### src/rtl/ysyx_22040237_ifu.sv
// Instruction fetch unit: issues one word fetch at a time, holds the returned
// instruction until the decoder consumes it, then advances the pc sequentially
// or by a jal offset. Stops permanently on ebreak or a misaligned target.
module ysyx_22040237_ifu #(
  parameter logic [31:0] RESET_PC = 32'h8000_0000
) (
  input  logic        clk,
  input  logic        rst,
  output logic        imem_req_valid,
  input  logic        imem_req_ready,
  output logic [31:0] imem_req_addr,
  input  logic        imem_rsp_valid,
  input  logic [31:0] imem_rsp_data,
  output logic        inst_valid,
  input  logic        inst_ready,
  output logic [31:0] pc,
  output logic [31:0] inst,
  input  logic        jump_flag,
  input  logic [31:0] src_j,
  input  logic        inst_ebreak,
  output logic        halted,
  output logic        misalign_err,
  output logic [63:0] retire_cnt
);

  typedef enum logic [1:0] {
    S_REQ  = 2'd0,
    S_WAIT = 2'd1,
    S_HOLD = 2'd2,
    S_HALT = 2'd3
  } state_t;

  state_t      state_reg;
  logic [31:0] pc_reg;
  logic [31:0] inst_reg;
  logic [63:0] retire_cnt_reg;
  logic        req_valid_reg;
  logic        inst_valid_reg;
  logic        halted_reg;
  logic        misalign_err_reg;

  logic        consume;
  logic [31:0] pc_next;

  // Decoder handshake and candidate next pc (wraps modulo 2^32 naturally)
  always_comb begin
    consume = inst_valid_reg & inst_ready;
    pc_next = pc_reg + (jump_flag ? src_j : 32'd4);
  end

  // Fetch FSM with registered handshake outputs. The request valid flag
  // resets low and rises on the first clock after reset release, so no
  // request is ever visible while reset is asserted.
  always_ff @(posedge clk or negedge rst) begin
    if (!rst) begin
      state_reg        <= S_REQ;
      pc_reg           <= RESET_PC;
      inst_reg         <= 32'd0;
      retire_cnt_reg   <= 64'd0;
      req_valid_reg    <= 1'b0;
      inst_valid_reg   <= 1'b0;
      halted_reg       <= 1'b0;
      misalign_err_reg <= 1'b0;
    end else begin
      case (state_reg)
        S_REQ: begin
          if (req_valid_reg && imem_req_ready) begin
            req_valid_reg <= 1'b0;
            state_reg     <= S_WAIT;
          end else begin
            req_valid_reg <= 1'b1;
          end
        end
        S_WAIT: begin
          if (imem_rsp_valid) begin
            inst_reg       <= imem_rsp_data;
            inst_valid_reg <= 1'b1;
            state_reg      <= S_HOLD;
          end
        end
        S_HOLD: begin
          if (consume) begin
            retire_cnt_reg <= retire_cnt_reg + 64'd1;
            inst_valid_reg <= 1'b0;
            if (inst_ebreak) begin
              halted_reg <= 1'b1;
              state_reg  <= S_HALT;
            end else if (pc_next[1:0] != 2'b00) begin
              halted_reg       <= 1'b1;
              misalign_err_reg <= 1'b1;
              state_reg        <= S_HALT;
            end else begin
              pc_reg        <= pc_next;
              req_valid_reg <= 1'b1;
              state_reg     <= S_REQ;
            end
          end
        end
        default: begin
          // Terminal halt: everything holds until reset
          state_reg <= S_HALT;
        end
      endcase
    end
  end

  // Output mapping
  always_comb begin
    imem_req_valid = req_valid_reg;
    imem_req_addr  = pc_reg;
    inst_valid     = inst_valid_reg;
    pc             = pc_reg;
    inst           = inst_reg;
    halted         = halted_reg;
    misalign_err   = misalign_err_reg;
    retire_cnt     = retire_cnt_reg;
  end

endmodule
### config.mk
export PLATFORM = sky130hd
export DESIGN_NAME = ysyx_22040237_ifu
export DESIGN_NICKNAME = d
export VERILOG_FILES = /design/src/rtl/ysyx_22040237_ifu.sv
export SDC_FILE = /design/constraint.sdc
export NUM_CORES = 1
export LEC_CHECK = 0
export BUFFER_PORTS_ARGS = -buffer_cell sky130_fd_sc_hd__buf_2
export CAP_MARGIN = 10
export CORE_AREA = 8 8 139 141
export CTS_BUF_LIST = sky130_fd_sc_hd__clkbuf_16
export DETAILED_ROUTE_END_ITERATION = 10
export DIE_AREA = 0 0 147 149
export PLACE_DENSITY = 0.71
export SYNTH_ARGS = -nofsm -noshare
export SYNTH_HDL_FRONTEND = slang
export SYNTH_SLANG_ARGS = --single-unit
### constraint.sdc
create_clock -name clk -period 6.35 [get_ports clk]
set_input_delay 0 -clock clk [delete_from_list [all_inputs] [get_ports clk]]
set_output_delay 0 -clock clk [all_outputs]
set_load 0.005 [all_outputs]
==> impl_metrics.ini <==
[timing]
timing.fmax_ghz = 0.343
setup_viol_count_final = 0
timing.final.hold_violations = 0
whs_ns = 0.0485
finClkSkew_ns = 0.0103
setup_tns_ns = 0
drv_slew = 0
maxSlewHeadroom_pct = 33.1
fin_crit_sh_pct = 45.9
rsz0062_at_grt = no
worst_pin_slew_ns = 1.00
period_minus_slack_ns = 2.91

[yosys]
syn_avg_cell_area_um2 = 10.2
synth_fp_nets = 843
synth_top_family_by_area = simple AND/OR/NAND/NOR gates
synth-xor-area-share_pct = 10.8
yosysWarnings = 0
muxShareOfSynthArea_pct = 4.94
syn_area_um2 = 7520
synth_edf_count = 0
yosysSeqAreaShare_pct = 44.6
synth_cell_type_count = 66
dominantRegCellSynth = dfrtp_1
syn_inst = 739
synth_compound_area_share_pct = 10.2
synth_seq_cells = 134
synthAdderAreaFrac_pct = 5.59
synth-simple-area-share_pct = 18.4
synth-async-reset-ratio_pct = 100

[placed_design]
place.gp.congestion = 0.883
hpwlAfterDp_um = 14800
io_buffers = 234
place_area_um2 = 8640

[detailed_routing]
route.vias.total = 6238
drt_first_pass_iters = 5
drtIter0Drc = 299
drc = 0
ant_nets = 0
wl_per_cell_um = 16.4
wirelength_um = 19900
wl_met2_um = 10100
highest_layer = met4
wl_met1_um = 8670
met3_length_um = 991
vias_per_cell = 5.14

[hold_path]
hold_depth = 3
min_path_type = input pin to register

[floorplan]
io_pins = 235
initial_core_util_pct = 44.1
row_count = 48
die_x_um = 147
die_h_um = 149
core_area_um2 = 17100
design.die.area_um2 = 21900

[power_and_ir_drop]
p_sw_share_pct = 32.4
p_comb_share_pct = 31.5
pwr-share-clk_pct = 30.7
p_switching_uw = 1030
leakagePower_uw = 0.00491
p_seq_share_pct = 37.7
peakVddDrop_mv = 0.192
power.internal_uw = 2150
power.total_uw = 3190
power_density_nw_per_um2 = 332

[critical_path]
end_kind = register
critPathBufInv = 0
regToRegSetupSlack_ns = 3.44
required_ns = 6.62
critPathTopFamily = compound AO/OA/AOI/OAI gates
crit_fanout = 4
crit_type = register to register
slowest_stage = dfrtp_1
start_kind = register
reg2regPathDepth = 10
path_cells = ha_1 > fa_1 > a21o_1 > a221o_1 > o2111ai_2 > o22a_2 > nor4_1 > a211oi_1 > xor2_1 > o21ai_1
cp.arrival_ns = 3.18
path_depth = 10
slowest_delay_ns = 0.40

[clock_tree]
clock_sinks = 134
postCtsSetupBuffers = 0
clkLatencyLatePin_ns = 0.41
cts_root_buffer = clkbuf_16
ctsResizeCount = 0
htree_levels = 4
clockBufferDepth = 2
tritoncts = done
cts_buffers = 17
clk_pin_slew_ns = 0.06
hold_buffers = 37

[run_status]
outcome = completed

[cells_and_area]
diodes = 0
design_area_um2 = 9600
final_common_cell = buf_2
num-fill-cells = 1525
drive_gt1_share_pct = 32.3
fin_nets = 1080
largest_reg_flops = 64
final_core_util_pct = 56.3
area_growth_pct = 27.6
layout_common_cells = 233 x buf_2, 133 x dfrtp_1, 82 x nand2_1, 68 x xnor2_1, 42 x o21ai_0

[global_route]
antenna_found_initial = 0
overflow = 0
grt_max_degree = 78
grt_pass1_vias = 6452
grt_pass1_wl_um = 32500
track_usage_pct = 18.2

[flow_run]
maxCapViolCount = 0
[kinds of logic (layout without fill, tap and decap cells)]
logic type / count (synthesis) / after routing
buffers and inverters: 67 / 317
DFF: 134 / 134
AOI/OAI and AO/OA: 122 / 122
adders and majority gates: 33 / 33
and+or+nand+nor: 257 / 257
xor gates and xnor gates: 93 / 93
muxes: 33 / 33
[cell usage after synthesis (all sizes together) (3+ instances only)]
cell type / n / area [µm²]
a211oi: 3 / 22.5
a21o: 11 / 82.6
a21oi: 31 / 155
and2: 37 / 231
and3: 18 / 123
and4: 6 / 52.6
buf: 42 / 318
clkbuf: 15 / 57.6
dfrtp: 133 / 3330
ha: 32 / 400
inv: 10 / 37.5
mux2: 33 / 372
nand2: 82 / 308
nand3: 32 / 175
nand4: 21 / 183
nor2: 37 / 163
nor3: 12 / 65.1
nor4: 3 / 18.8
o211ai: 4 / 30.0
o21a: 4 / 30.0
o21ai: 43 / 215
o21bai: 3 / 22.5
xnor2: 68 / 596
xor2: 25 / 219
[stage by stage]
step	setup slack (ns)	std cells
after floorplan	3.73	739
after global placement	3.42	1145
after detailed placement	3.35	1145
after CTS	3.44	1214
after global routing	3.27	1214
final	3.44	1214
[power groups by stage]
stage	sequential [µW]	clock [µW]	combinational, µW
final	1200	980	1000
after global routing	1230	1040	1120
after CTS	1210	1000	1020
after detailed placement	1220	0	994
after global placement	1210	0	981
after floorplan	1210	0	637
[worst reg2reg max path, stage by stage, from the launching register on]
cell and delay [ns]:
dfrtp_1 0.40, ha_1 0.23, fa_1 0.40, a21o_1 0.21, a221o_1 0.37, o2111ai_2 0.30, o22a_2 0.29, nor4_1 0.07
a211oi_1 0.26, xor2_1 0.17, o21ai_1 0.07
[cell type report]
cell class / instances / area [µm²] / area share [%]
inverter: 10 / 37.5 / 0.391
sequential: 134 / 3350 / 34.9
timing repair buffer: 275 / 1580 / 16.4
tap: 225 / 282 / 2.93
multi-input combinational: 538 / 3760 / 39.2
clock inverter: 15 / 163 / 1.69
clock buffer: 17 / 425 / 4.43
[routing by layer]
metal	GRT usage, %	vias to the layer above
met5	0	-
met1	22.4	3003
met2	31.7	198
met3	4.25	12
met4	4.23	0
li1	-	3025
[path summary, 6_finish.rpt]
check,endpoint,start
worst min register to register,misalign_err,misalign_err
worst min-delay path,retire_cnt[0],inst_ready
min in group asynchronous,retire_cnt[28],rst
max in group asynchronous,imem_req_addr[23],rst
worst max register to register,imem_req_addr[28],imem_req_addr[0]
worst max-delay path,imem_req_addr[28],imem_req_addr[0]
Note: power is estimated with default switching activity, not from simulation.
